**config.mk**
```make
export PLATFORM = sky130hd
export DESIGN_NAME = key_step_gen
export DESIGN_NICKNAME = d
export VERILOG_FILES = /design/src/rtl/key_step_gen.sv
export SDC_FILE = /design/constraint.sdc
export NUM_CORES = 1
export LEC_CHECK = 0
export ABC_CLOCK_PERIOD_IN_PS = 2860
export CORE_ASPECT_RATIO = 0.5
export CORE_MARGIN = 5
export CORE_UTILIZATION = 50
export CTS_CLUSTER_SIZE = 14
export DETAILED_ROUTE_END_ITERATION = 16
export HOLD_SLACK_MARGIN = 0.03
export PLACE_DENSITY = 0.69
export SLEW_MARGIN = 5
export SYNTH_ARGS = -nofsm -noshare
export SYNTH_HDL_FRONTEND = slang
export SYNTH_SLANG_ARGS = --single-unit
```
**constraint.sdc**
```tcl
create_clock -name clk -period 2.86 [get_ports clk]
set_input_delay 0.572 -clock clk [delete_from_list [all_inputs] [get_ports clk]]
set_output_delay 0.572 -clock clk [all_outputs]
set_load 0.005 [all_outputs]
```
**src/rtl/key_step_gen.sv**
```systemverilog
// Debounced pushbutton to up/down count-step generator with optional auto-repeat.
// Raw key and direction inputs are synchronized; step is a registered one-cycle pulse.
module key_step_gen #(
  parameter int unsigned DEB_CYCLES = 8,
  parameter int unsigned REP_DELAY  = 32,
  parameter int unsigned REP_RATE   = 8,
  parameter int unsigned REP_EN     = 1,
  parameter int unsigned CNT_W      = 16
) (
  input  logic clk,
  input  logic rst,
  input  logic key_n,
  input  logic dir_sw,
  output logic step,
  output logic up,
  output logic pressed
);

  localparam logic [2:0] StIdle     = 3'd0;
  localparam logic [2:0] StPressDeb = 3'd1;
  localparam logic [2:0] StHold     = 3'd2;
  localparam logic [2:0] StRepeat   = 3'd3;
  localparam logic [2:0] StRelDeb   = 3'd4;

  localparam logic [CNT_W-1:0] DebLast   = CNT_W'(DEB_CYCLES - 1);
  localparam logic [CNT_W-1:0] DelayLast = CNT_W'(REP_DELAY - 1);
  localparam logic [CNT_W-1:0] RateLast  = CNT_W'(REP_RATE - 1);
  localparam logic [CNT_W-1:0] CntOne    = CNT_W'(1);

  logic             key_s1_q, key_s2_q;
  logic             dir_s1_q, dir_s2_q;
  logic [2:0]       state_q, state_d;
  logic [CNT_W-1:0] cnt_q, cnt_d;
  logic             step_q, step_d;
  logic             up_q, up_d;
  logic             pressed_q, pressed_d;
  logic             k;

  // Key synchronizer idles released (1); direction idles down (0).
  always_ff @(posedge clk or posedge rst) begin
    if (rst) begin
      key_s1_q <= 1'b1;
      key_s2_q <= 1'b1;
      dir_s1_q <= 1'b0;
      dir_s2_q <= 1'b0;
    end else begin
      key_s1_q <= key_n;
      key_s2_q <= key_s1_q;
      dir_s1_q <= dir_sw;
      dir_s2_q <= dir_s1_q;
    end
  end

  assign k = ~key_s2_q;

  always_comb begin
    state_d   = state_q;
    cnt_d     = cnt_q;
    step_d    = 1'b0;
    up_d      = up_q;
    pressed_d = pressed_q;
    case (state_q)
      StIdle: begin
        if (k) begin
          state_d = StPressDeb;
          cnt_d   = '0;
        end
      end
      StPressDeb: begin
        if (!k) begin
          state_d = StIdle;
          cnt_d   = '0;
        end else if (cnt_q == DebLast) begin
          state_d   = StHold;
          cnt_d     = '0;
          pressed_d = 1'b1;
          step_d    = 1'b1;
          up_d      = dir_s2_q;
        end else begin
          cnt_d = cnt_q + CntOne;
        end
      end
      StHold: begin
        if (!k) begin
          state_d = StRelDeb;
          cnt_d   = '0;
        end else if (REP_EN != 0) begin
          if (cnt_q == DelayLast) begin
            state_d = StRepeat;
            cnt_d   = '0;
            step_d  = 1'b1;
            up_d    = dir_s2_q;
          end else begin
            cnt_d = cnt_q + CntOne;
          end
        end else begin
          cnt_d = '0;
        end
      end
      StRepeat: begin
        if (!k) begin
          state_d = StRelDeb;
          cnt_d   = '0;
        end else if (cnt_q == RateLast) begin
          cnt_d  = '0;
          step_d = 1'b1;
          up_d   = dir_s2_q;
        end else begin
          cnt_d = cnt_q + CntOne;
        end
      end
      StRelDeb: begin
        // A key seen again during release debounce resumes holding, restarting the repeat delay.
        if (k) begin
          state_d = StHold;
          cnt_d   = '0;
        end else if (cnt_q == DebLast) begin
          state_d   = StIdle;
          cnt_d     = '0;
          pressed_d = 1'b0;
        end else begin
          cnt_d = cnt_q + CntOne;
        end
      end
      default: begin
        state_d = StIdle;
        cnt_d   = '0;
      end
    endcase
  end

  always_ff @(posedge clk or posedge rst) begin
    if (rst) begin
      state_q   <= StIdle;
      cnt_q     <= '0;
      step_q    <= 1'b0;
      up_q      <= 1'b0;
      pressed_q <= 1'b0;
    end else begin
      state_q   <= state_d;
      cnt_q     <= cnt_d;
      step_q    <= step_d;
      up_q      <= up_d;
      pressed_q <= pressed_d;
    end
  end

  assign step    = step_q;
  assign up      = up_q;
  assign pressed = pressed_q;

endmodule

```
== Word-level counts from Yosys, hierarchy flattened ==
Index checks and enable logic that the tools add are counted.

* Bits in registers: 26
* Output and inout port bits: 3
* Word-level logic and storage cells: 67

* Add/sub/neg operators: 1
* Equal/unequal tests: 19
* Muxes and demuxes: 31
* Reduce and logical (&&, ||, !) cells: 7

{| class="wikitable"
|+ Operators with widths
! kind !! number
|-
| two-way mux 16 bit || 6
|-
| one-hot mux 16 bit (4 select lines) || 1
|-
| two-way mux 3 bit || 8
|-
| != test 2 bit (second input constant) || 9
|-
| adder 16 x 1 -> 16 bit (second input constant) || 1
|-
| == test 16 x 3 -> 1 bit (second input constant) || 1
|-
| == test 16 x 5 -> 1 bit (second input constant) || 1
|-
| one-hot mux 3 bit (5 select lines) || 1
|-
| AND reduction 5 bit || 3
|-
| two-way mux 1 bit || 12
|-
| != test 3 bit (second input constant) || 3
|-
| == test 3 x 2 -> 1 bit (second input constant) || 2
|-
| one-hot mux 1 bit (2 select lines) || 3
|-
| nonzero test 2 bit || 2
|-
| == test 3 x 1 -> 1 bit (second input constant) || 1
|-
| == test 3 bit (second input constant) || 1
|-
| logical NOT 3 bit || 1
|-
| != test 2 x 1 -> 1 bit (second input constant) || 1
|-
| OR reduction 2 bit || 1
|}

== Depth between registers and ports, before layout ==
* Word-level depth: 4
* Mapped depth: 7
* Depth with buffers taken out: 6

== Worst setup path before layout ==
Ideal clock, no wire load.

* Path kind: register to register
* Start: reg cnt_q[0]
* End: reg cnt_q[2]
* Arrival time: 1.916 ns
* Required time: 2.742 ns
* Slack: 0.826 ns
* Cell stages (with the launch flop): 8
* Buffers on the path: 1
* Period minus slack after synthesis: 2.034 ns
* Cell sequence: dfrtp_1 -> ha_1 -> or4bb_1 -> nor4_4 -> o22a_4 -> buf_6 -> o21ai_2 -> a21o_1

* Longest elaborated chain between the ends: 4

{| class="wikitable"
|+ Ends and longest elaborated chain
! element !! RTL line !! RTL
|-
| start: declaration || 33 || <nowiki>logic [CNT_W-1:0] cnt_q, cnt_d;</nowiki>
|-
| start signal: assignment || 141 || <nowiki>cnt_q <= cnt_d;</nowiki>
|-
| adder 16 x 1 -> 16 bit, or another cell as far along || n/a ||
|-
| two-way mux 16 bit, on equally long branches || n/a ||
|-
| two-way mux 16 bit, on equally long branches || 114, 70, 84 ||
|-
| one-hot mux 16 bit (4 select lines) (*) || 62 || <nowiki>case (state_q)</nowiki>
|}

Mark *: on every way between the ends. The rest lies on a longest branch, timed or not.
A chain may end at the register's enable or synchronous reset.

== Final worst setup path ==
* Start: reg cnt_q[0]
* End: reg cnt_q[15]

Same word-level chain as after synthesis.

==> impl_summary.txt <==
----------------------------------------------------
[Run status]
  Outcome ... complete, no violations

[Clocking]
  Clock Tree Root ... sky130_fd_sc_hd__clkbuf_8
  CTS buffer count ... 3
  Maximum clock path buffer count ... 2
  Clock tree from TritonCTS ... built
  Post CTS Setup Buffer Count ... 0
  Post-CTS Hold Fix Bufs ... 0
  TritonCTS Sinks ... 26
  Clock Latency Late Sink ... 0.27 ns
  Post-CTS Resized ... 0
  Clock transition at the registers of the reported paths ... roughly 0.090 ns
  Max H-tree Level ... 1

[Synth]
  Synth unique cells ... 42
  Synthesized netlist net count ... around 140
  Synthesized area ... 1410 sq um
  Flop and latch count out of synthesis ... 26
  Synth Warn # ... 0
  Number of enable-type register cells in the synthesized netlist ... 0
  Top flip-flop cell by instance count after synthesis ... sky130_fd_sc_hd__dfrtp_1
  Proportion of synthesized flip-flops having asynchronous set or reset ... 100%
  Avg Cell Area, Syn ... 10.3 sq um
  Gate count of the mapped netlist ... 137
  Sequential element share of the synthesized area ... 46.5%

[Power]
  Max rail drop VDD ... ~0.23 mV
  Static leakage ... 0.676 nW
  Cell internal power dissipation ... 580 uW
  Switching part of the total ... between 20% and 30%
  Switching pwr ... roughly 150 uW
  PnR Total Power ... 730 uW
  Register share of total power ... 52.4%
  Power share of the combinational group ... 6.2%
  Clock power frac ... between 40 and 50%
  Total power density per cell area ... 470 nW/um^2

[STA]
  Max-slew headroom ... a little under two thirds
  Post-route clock skew ... about 0.0041 ns
  Final hold vios ... 0
  Unrepaired setup endpoints after global routing ... no
  Total negative slack for setup checks ... 0 ns
  Minimum period implied by the final worst setup slack ... between 2 and 2.5 ns
  Peak Freq ... 440 MHz
  Measured slew at the worst slew-check pin ... 0.539 ns
  Max-slew violation count ... 0
  Number of endpoints failing setup at the final stage ... 0
  Period utilization ... 79.4%

[Layout]
  Nets@finish ... 147
  Share of layout cells above drive strength 1 ... 11.3%
  Ant diodes ... 0
  P&R area growth vs syn ... 10.5%
  Count of filler cells inserted in the layout ... around 230
  Post-route cell area ... roughly 1600 sq um

[Placed design]
  Weighted congestion at the end of routability-driven global placement ... 0.782
  Count of input and output buffers ... 6
  Detailed placer's ending HPWL ... around 1.7 mm
  Placed Area ... 1480 sq um

[Floorplan]
  Area enclosed by the die boundary ... 4030 sq um
  DIE HEIGHT ... 47.5 microns
  Boundary pin count ... 7
  Die X-Extent ... 85.0 microns
  Starting Density ... between 50% and 60%
  Floorplan core area ... 2640 sq um
  # rows ... 13

[GRT]
  Global routing usage summed across all routing layers ... between 10% and 20%
  Vias in the first global route ... 950
  Global-route wire length before repair ... 4.29 mm
  Final global-route overflow total ... 0
  Initial antenna violation count ... 0
  Largest net degree at the start of global routing ... 27

[Setup path]
  Type of the worst setup path ... register to register
  WP data arrival ... 2.43 ns
  Max stage delay on crit path ... ~0.62 ns
  Slowest cell on crit path ... sky130_fd_sc_hd__or4bb_1
  Type of element capturing the critical path ... register
  Worst EP required ... between 3 and 4 ns
  List of cells traversed by the critical path ... ha_1, or4bb_1, nor4_4, o22a_4, and2_1, nor2_1
  CP max FO ... 15
  Crit start category ... register

[Route]
  Antenna-violating nets left ... 0
  Average detailed-routed wire length per instance ... 13.5 microns
  1st-iter DRT viols ... 43
  Residual DRC count ... 0
  Routed Wire Length ... around 2.4 mm
  First-pass detailed-route iteration total ... 4
  Number of vias after detailed routing ... a little over 1000
  Average vias per placed instance ... 5.67

[Hold path]
  Class of the worst hold path ... register to register

[Run]
  Maximum capacitance violations ... 0

----------------------------------------------------
-- metrics by stage --
stage                     util, %  cells  worst slack, ns  hold WS, ns
after floorplan                 -    137            0.826        0.331
after global placement       56.2    174            0.678        0.336
after detailed placement     56.2    174            0.585        0.346
after CTS                    58.9    178            0.570        0.363
after global routing         58.9    178            0.428        0.372
final                        58.9    178            0.588        0.360
-- placed cells by master (no fill, tap or decap), types with 2 or more instances in the layout --
master / count
sky130_fd_sc_hd__o21a_1: 2
sky130_fd_sc_hd__a21oi_1: 4
sky130_fd_sc_hd__xnor2_1: 4
sky130_fd_sc_hd__nand3_1: 4
sky130_fd_sc_hd__clkdlybuf4s50_1: 6
sky130_fd_sc_hd__o21ai_0: 7
sky130_fd_sc_hd__or4_4: 2
sky130_fd_sc_hd__inv_1: 4
sky130_fd_sc_hd__nor2_1: 11
sky130_fd_sc_hd__and4_1: 2
sky130_fd_sc_hd__and3_1: 5
sky130_fd_sc_hd__nor3b_1: 5
sky130_fd_sc_hd__o22ai_1: 2
sky130_fd_sc_hd__nor2b_1: 4
sky130_fd_sc_hd__a21o_1: 5
sky130_fd_sc_hd__nor4_4: 3
sky130_fd_sc_hd__nand4_1: 6
sky130_fd_sc_hd__xor2_1: 3
sky130_fd_sc_hd__nand2_1: 5
sky130_fd_sc_hd__and2_1: 3
sky130_fd_sc_hd__clkbuf_8: 3
sky130_fd_sc_hd__dfstp_2: 2
sky130_fd_sc_hd__nor3_1: 6
sky130_fd_sc_hd__dfrtp_1: 24
-- metal layers --
metal / GRT usage [%] / up-vias / part of all wire, %
li1: - / 502 / -
met1: 17.8 / 490 / 50
met2: 23.3 / 14 / 44
met3: 4.81 / 4 / 5.0
met4: 2.84 / 0 / 0.79
met5: 0 / - / 0
-- sequential cells by signal, summed over array words and instances, names as in the netlist --
name,flops
cnt_q,16
state_q,3
dir_s1_q,1
dir_s2_q,1
key_s1_q,1
key_s2_q,1
pressed,1
step,1
up,1
-- area by class of cell --
class                      instances  area [sq um]  area share [%]
timing repair buffer               7          67.6            4.35
sequential                        26           653            42.1
tap                               37          46.3            2.98
multi-input combinational        100           699            45.0
inverter                           4          15.0           0.967
clock buffer                       3          41.3            2.66
clock inverter                     1          30.0            1.93
-- final timing paths --
path / start / to / slack, ns / cells after the start
min reg2reg: key_s1_q / key_s2_q / 0.36 / 0
min in group asynchronous: rst / cnt_q[1] / 0.65 / 3
min: key_s1_q / key_s2_q / 0.36 / 0
max: cnt_q[0] / cnt_q[15] / 0.59 / 6
max in group asynchronous: rst / key_s1_q / 1.92 / 3
max reg2reg: cnt_q[0] / cnt_q[15] / 0.59 / 6
-- cells by family (layout without fill, tap and decap cells) --
group	after synthesis	after routing	share of synthesized area (%)
simple gates	64	64	30.5
compound gates	26	26	12.5
flops	26	26	46.5
buf+inv	11	15	3.74
xor+xnor	7	7	4.36
mux	2	2	1.51
fa+ha+maj	1	1	0.890
-- power by group through the flow --
stage | Combinational [mW] | Clock (mW) | Sequential, mW
2_1_floorplan | 0.0396 | 0 | 0.385
4_1_cts | 0.0465 | 0.314 | 0.382
6_report | 0.0454 | 0.302 | 0.382
3_5_place_dp | 0.0461 | 0 | 0.389
3_3_place_gp | 0.0456 | 0 | 0.389
5_1_grt | 0.0521 | 0.329 | 0.383
-- synthesized netlist by cell type, types with 4 or more instances --
cell | n | area share, %
sky130_fd_sc_hd__inv_1 | 4 | 1.1
sky130_fd_sc_hd__o21ai_0 | 7 | 2.5
sky130_fd_sc_hd__and3_1 | 5 | 2.2
sky130_fd_sc_hd__nand3_1 | 4 | 1.4
sky130_fd_sc_hd__nor3b_1 | 5 | 2.7
sky130_fd_sc_hd__a21oi_1 | 4 | 1.4
sky130_fd_sc_hd__nor2_1 | 11 | 2.9
sky130_fd_sc_hd__a21o_1 | 5 | 2.7
sky130_fd_sc_hd__nor3_1 | 6 | 2.1
sky130_fd_sc_hd__dfrtp_1 | 24 | 43
sky130_fd_sc_hd__xnor2_1 | 4 | 2.5
sky130_fd_sc_hd__nor2b_1 | 4 | 1.8
sky130_fd_sc_hd__nand4_1 | 6 | 2.7
sky130_fd_sc_hd__nand2_1 | 5 | 1.3
-- worst max-delay path, delay by kind of cell, from the launching register on --
| family | cells | cell delay, ns |
|---|---|---|
| compound gates | 1 | 0.26 |
| fa+ha+maj | 1 | 0.31 |
| flops | 1 | 0.40 |
| simple gates | 4 | 1.18 |
(Power assumes the default switching activity.)
